[src/rtl/meter_display.sv]
// Display-side reader for the parking meter: registers the 4-digit BCD remaining time,
// scans it onto a common-anode seven-segment display and flashes it when time runs low or out.
module meter_display #(
   parameter int SEC_CYCLES  = 100000000,
   parameter int SCAN_CYCLES = 100000
) (
   input  logic        CLK,
   input  logic        RSTn,
   input  logic [15:0] Qin,
   output logic [3:0]  an,
   output logic [6:0]  seg,
   output logic        dp,
   output logic [1:0]  mode,
   output logic        lit
);

   typedef enum logic [1:0] {
      MODE_STEADY  = 2'b00,
      MODE_LOW     = 2'b01,
      MODE_EXPIRED = 2'b10
   } mode_t;

   localparam int HALF = SEC_CYCLES / 2;
   localparam int HC_W = (HALF > 1) ? $clog2(HALF) : 1;
   localparam int SC_W = (SCAN_CYCLES > 1) ? $clog2(SCAN_CYCLES) : 1;
   localparam logic [HC_W-1:0] HC_LAST = HC_W'(HALF - 1);
   localparam logic [SC_W-1:0] SC_LAST = SC_W'(SCAN_CYCLES - 1);

   logic [15:0]     q_r;
   logic [HC_W-1:0] hc;
   logic [1:0]      hs;
   logic [SC_W-1:0] sc;
   logic [1:0]      idx;
   mode_t           mode_d;
   logic            lit_d;
   logic [3:0]      digit;
   logic [6:0]      seg_d;

   assign dp = 1'b1;

   always_ff @(posedge CLK or negedge RSTn) begin
      if (!RSTn) q_r <= 16'h0000;
      else       q_r <= Qin;
   end

   // Half-second timebase; free-running so mode changes never disturb the flash phase.
   always_ff @(posedge CLK or negedge RSTn) begin
      if (!RSTn) begin
         hc <= '0;
         hs <= 2'd0;
      end else if (hc == HC_LAST) begin
         hc <= '0;
         hs <= hs + 2'd1;
      end else begin
         hc <= hc + 1'b1;
      end
   end

   always_ff @(posedge CLK or negedge RSTn) begin
      if (!RSTn) begin
         sc  <= '0;
         idx <= 2'd0;
      end else if (sc == SC_LAST) begin
         sc  <= '0;
         idx <= idx + 2'd1;
      end else begin
         sc <= sc + 1'b1;
      end
   end

   // For valid BCD the raw unsigned compare orders identically to the decimal value.
   always_comb begin
      mode_d = MODE_STEADY;
      if (q_r == 16'h0000)      mode_d = MODE_EXPIRED;
      else if (q_r < 16'h0180)  mode_d = MODE_LOW;
   end

   always_comb begin
      lit_d = 1'b1;
      case (mode_d)
         MODE_LOW:     lit_d = ~hs[1];
         MODE_EXPIRED: lit_d = ~hs[0];
         default:      lit_d = 1'b1;
      endcase
   end

   always_comb begin
      digit = q_r[3:0];
      case (idx)
         2'd1:    digit = q_r[7:4];
         2'd2:    digit = q_r[11:8];
         2'd3:    digit = q_r[15:12];
         default: digit = q_r[3:0];
      endcase
   end

   // Non-decimal nibbles blank the segments but still keep their anode slot.
   always_comb begin
      seg_d = 7'b1111111;
      case (digit)
         4'd0:    seg_d = 7'b1000000;
         4'd1:    seg_d = 7'b1111001;
         4'd2:    seg_d = 7'b0100100;
         4'd3:    seg_d = 7'b0110000;
         4'd4:    seg_d = 7'b0011001;
         4'd5:    seg_d = 7'b0010010;
         4'd6:    seg_d = 7'b0000010;
         4'd7:    seg_d = 7'b1111000;
         4'd8:    seg_d = 7'b0000000;
         4'd9:    seg_d = 7'b0010000;
         default: seg_d = 7'b1111111;
      endcase
   end

   always_ff @(posedge CLK or negedge RSTn) begin
      if (!RSTn) begin
         an   <= 4'b1111;
         seg  <= 7'b1111111;
         mode <= 2'b00;
         lit  <= 1'b0;
      end else begin
         an   <= lit_d ? ~(4'b0001 << idx) : 4'b1111;
         seg  <= lit_d ? seg_d : 7'b1111111;
         mode <= mode_d;
         lit  <= lit_d;
      end
   end

endmodule

[config.mk]
export PLATFORM = sky130hd
export DESIGN_NAME = meter_display
export DESIGN_NICKNAME = d
export VERILOG_FILES = /design/src/rtl/meter_display.sv
export SDC_FILE = /design/constraint.sdc
export NUM_CORES = 1
export LEC_CHECK = 0
export ABC_AREA = 1
export ABC_CLOCK_PERIOD_IN_PS = 5830
export BUFFER_PORTS_ARGS = -buffer_cell sky130_fd_sc_hd__buf_4
export CORE_MARGIN = 8
export CORE_UTILIZATION = 50
export DETAILED_ROUTE_END_ITERATION = 6
export GPL_TIMING_DRIVEN = 0
export PLACE_DENSITY = 0.69
export SLEW_MARGIN = 20
export SYNTH_ARGS = -nofsm -noshare
export SYNTH_HDL_FRONTEND = slang
export SYNTH_SLANG_ARGS = --single-unit
[constraint.sdc]
create_clock -name CLK -period 5.83 [get_ports CLK]
set_input_delay 0.583 -clock CLK [delete_from_list [all_inputs] [get_ports CLK]]
set_output_delay 0.583 -clock CLK [all_outputs]
set_load 0.01 [all_outputs]
==> results.md <==
Run status:
- The run finished with clean final reports.

Placement:
- The worst slack at placement is 3.755 ns.
- During placement, the flow inserted port buffers numbering 31.
- The estimated wirelength of the detail-placed design is a little under 6000 µm.
- The final RePlAce weighted congestion is approximately 0.97.

STA:
- In this run the tightest slew margin relative to its limit is 0.3781.
- The number of slew-limit violations in the final report is 0.
- The setup-violating endpoint count in the final report is 0.
- The transition time of the tightest slew-check pin is 0.9328 ns.
- Derived from the worst setup path, the maximum achievable clock frequency is approximately 480 MHz.
- The post-route clock period utilization is 0.3560.
- After layout, the worst setup slack is about 3.8 ns.
- The final critical path time including I/O delays and setup is ~2.1 ns.
- Setup repair after global routing left no endpoint under its margin.
- The clock skew is 0.007979 ns.
- The number of hold-slack violations in the final timing report is 0.
- The summed negative setup slack over all endpoints is 0 ns.

Die:
- The cell row count is 32.
- In this run the count of I/O pins placed on the die edge is 33.
- The die width is approximately 100 µm.
- The initial utilization of the core area, before any placement, comes to 0.5085.
- The die outline area is ~11,000 µm².
- The area of the core is 7647 µm².
- In this run the vertical extent of the chip is ~100 µm.

Worst setup path:
- The slowest library cell on the worst path is dfrtp_1.
- Of all nets on the critical path, the largest fanout is 7.
- The critical path goes through inv_1, ha_1, inv_1, nand2_1, o21bai_2, inv_1, ha_1, or2_2, nand3_1, nand2_1.
- STA classifies the critical path startpoint as a register.
- The capturing element type of the critical path is a register.
- On the worst path, the slowest cell contributes a delay of 0.42 ns.
- The critical path startpoint is idx[0].
- STA puts the critical path data arrival time at ~2.4 ns.
- At the worst endpoint, the required time is roughly 6 ns.
- In this run the critical register-to-register path is launched from idx[0].
- The worst setup path category is register to register.
- The most used cell along the critical path is inv_1.

Synth:
- After synthesis, the mean cell area works out to between 7 and 8 µm².
- The share of the Yosys chip area taken by registers is 0.4990.
- The area of the mapped netlist is ~3900 µm².
- The share of synthesized area in the top cell type comes to 0.4247.
- The largest area contributor in the netlist is dfrtp_1.
- In the synthesized netlist, the number of instances is approximately 500.
- Synthesis inferred 77 register bits.
- Sorting the synthesized cells by area gives the leading types as dfrtp_1, nand2_1, nor2_1.
- The number of nets handed over by synthesis was approximately 520.
- Yosys printed 0 warnings.
- In this run, distinct cell masters in the synthesized netlist total 33.

Global routing:
- The initial antenna violation count is 0.
- The via count of the first global-routing pass came to 3,129.
- The first global-routing pass estimated 13,480 µm of wire.
- The global router's overall resource usage is 0.1510.
- The maximum number of pins on one net before global-route repair is ~80.
- For this run the aggregate overflow at the end of global routing stands at 0.

Detailed routing:
- The DRC marker count from the first detailed-route iteration is 125.
- The detailed-routing iteration count for the pre-antenna-repair pass is 4.
- In the final routed layout, each cell accounts on average for about 12 µm.
- The remaining routing DRC violations is 0.
- The via count is approximately 3,100.
- For this block, the routed nets add up to 7644 µm of wire.
- The remaining antenna violation count after routing is 0.
- The mean number of vias per cell is 4.818.

Power:
- The peak supply drop is approximately 0.12 mV.
- The power density of the placed cells is 226.3 nW/µm².
- The leakage dissipation is ~2.3 nW.
- The design draws 1.008 mW.

Hold path:
- The worst min-delay path category is input port to register.
- The startpoint identified for the worst hold timing path is Qin[4].

CTS:
- Post-CTS repair changed the size of 0 cells.
- The number of H-tree levels is 3.
- The buffer levels on the longest clock path is 2.
- The total of hold buffers inserted after clock tree synthesis is 0.
- TritonCTS built the clock tree.
- CTS saw 77 sinks.
- Clock-pin slew was measured on the worst setup and hold paths at 0.09 ns.
- The clock reaches the later pin of the worst-skew pair after around 0.35 ns.
- The post-CTS setup-driven buffer insertion count is 0.
- Clock tree synthesis selected as its root buffer the cell clkbuf_8.
- In this run, CTS created clock tree buffers numbering 9.

Flow run:
- The total of max-cap violations is 0.

Cells and area:
- The count of antenna diodes in the layout is 0.
- The filler cells instantiated in the layout total 700.
- The net count of the finished layout is 558.
- The core utilization of the finished layout is 0.5823.
- The area growth from synthesis to layout is 14.51%.
- The layout cell share with drive strength beyond 1 is 0.1514.
[worst max-delay path, delay by kind of cell (launching register included)]
family	cells	cell delay, ns
and+or+nand+nor	4	0.53
adders and majority gates	2	0.42
DFF	1	0.42
buffers and inverters	3	0.39
AOI/OAI and AO/OA	1	0.25
[power breakdown]
part / switching, mW / leakage, nW / total (mW) / internal, mW
registers: 0.00446 / 0.967 / 0.551 / 0.547
logic: 0.0253 / 1.19 / 0.0438 / 0.0185
clock network: 0.210 / 0.0968 / 0.413 / 0.203
total: 0.240 / 2.25 / 1.01 / 0.768
[cell usage after synthesis (all sizes together)]
cell type / n
nand2: 141
nor2: 91
inv: 69
dfrtp: 66
nand3: 30
nor3: 15
xor2: 14
dfstp: 11
nand4: 11
o21ai: 11
ha: 10
xnor2: 4
a21oi: 3
a21o: 2
and2: 2
buf: 2
nor3b: 2
or2: 2
conb: 1
o21bai: 1
[final cells by class]
cell class / instances / area, µm² / area share
plain buffers: 2 / 18.77 / 0.004215
clock buffers: 9 / 123.9 / 0.02782
clock inverters: 7 / 80.08 / 0.01798
inverters: 69 / 259.0 / 0.05816
multi-input cells: 340 / 1670 / 0.3751
flip-flops and latches: 77 / 1941 / 0.4358
well taps: 102 / 127.6 / 0.02866
repair buffers: 31 / 232.7 / 0.05226
[flip-flops by register name (all words and copies together), names as in the netlist, 2 cells and up]
name / count
hc: 26
sc: 17
q_r: 16
seg: 7
an: 4
hs: 2
idx: 2
mode: 2
[cell families (layout without fill, tap and decap cells)]
logic type	count (synthesis)	in the layout	share of synthesized area
AOI/OAI and AO/OA	17	17	0.02477
and+or+nand+nor	294	294	0.3311
buffers and inverters	71	118	0.07143
other	1	1	0.0009643
DFF	77	77	0.4990
xor gates and xnor gates	18	18	0.04054
adders and majority gates	10	10	0.03218
[metal layers]
metal  GRT usage  routed length [µm]  vias up
met5           0                   0        -
met4     0.08376                 192        0
met3     0.03594                 370       16
met2      0.2447                3606       57
met1      0.1809                3476     1415
li1            -                   -     1581
[layout by cell type (no fill, tap or decap), types with 4 or more instances in the layout]
cell type    n
nand4_1     11
ha_1        10
nor2_1      83
nor2_2       5
nand2_1    137
xnor2_1      4
nand2_2      4
nor3_1      14
inv_1       67
clkbuf_8     9
dfrtp_1     66
xor2_1      14
o21ai_0     10
buf_4       32
dfstp_2     11
nand3_1     28
[path summary, 6_finish.rpt]
kind / slack (ns) / to / depth (start not counted)
max: 3.75 / seg[5] / 10
min: 0.33 / q_r[4] / 1
max reg2reg: 3.75 / seg[5] / 10
min reg2reg: 0.48 / sc[0] / 1
max in group asynchronous: 4.87 / mode[0] / 1
min in group asynchronous: 0.36 / hc[0] / 1
[metrics by stage]
step | instances | hold slack, ns | cell area [µm²]
2_1_floorplan | 488 | 0.2874 | 3889
3_3_place_gp | 621 | 0.4431 | 4249
3_5_place_dp | 621 | 0.4609 | 4249
4_1_cts | 637 | 0.3086 | 4453
5_1_grt | 637 | 0.3099 | 4453
6_report | 637 | 0.3279 | 4453
(Power assumes the default switching activity.)
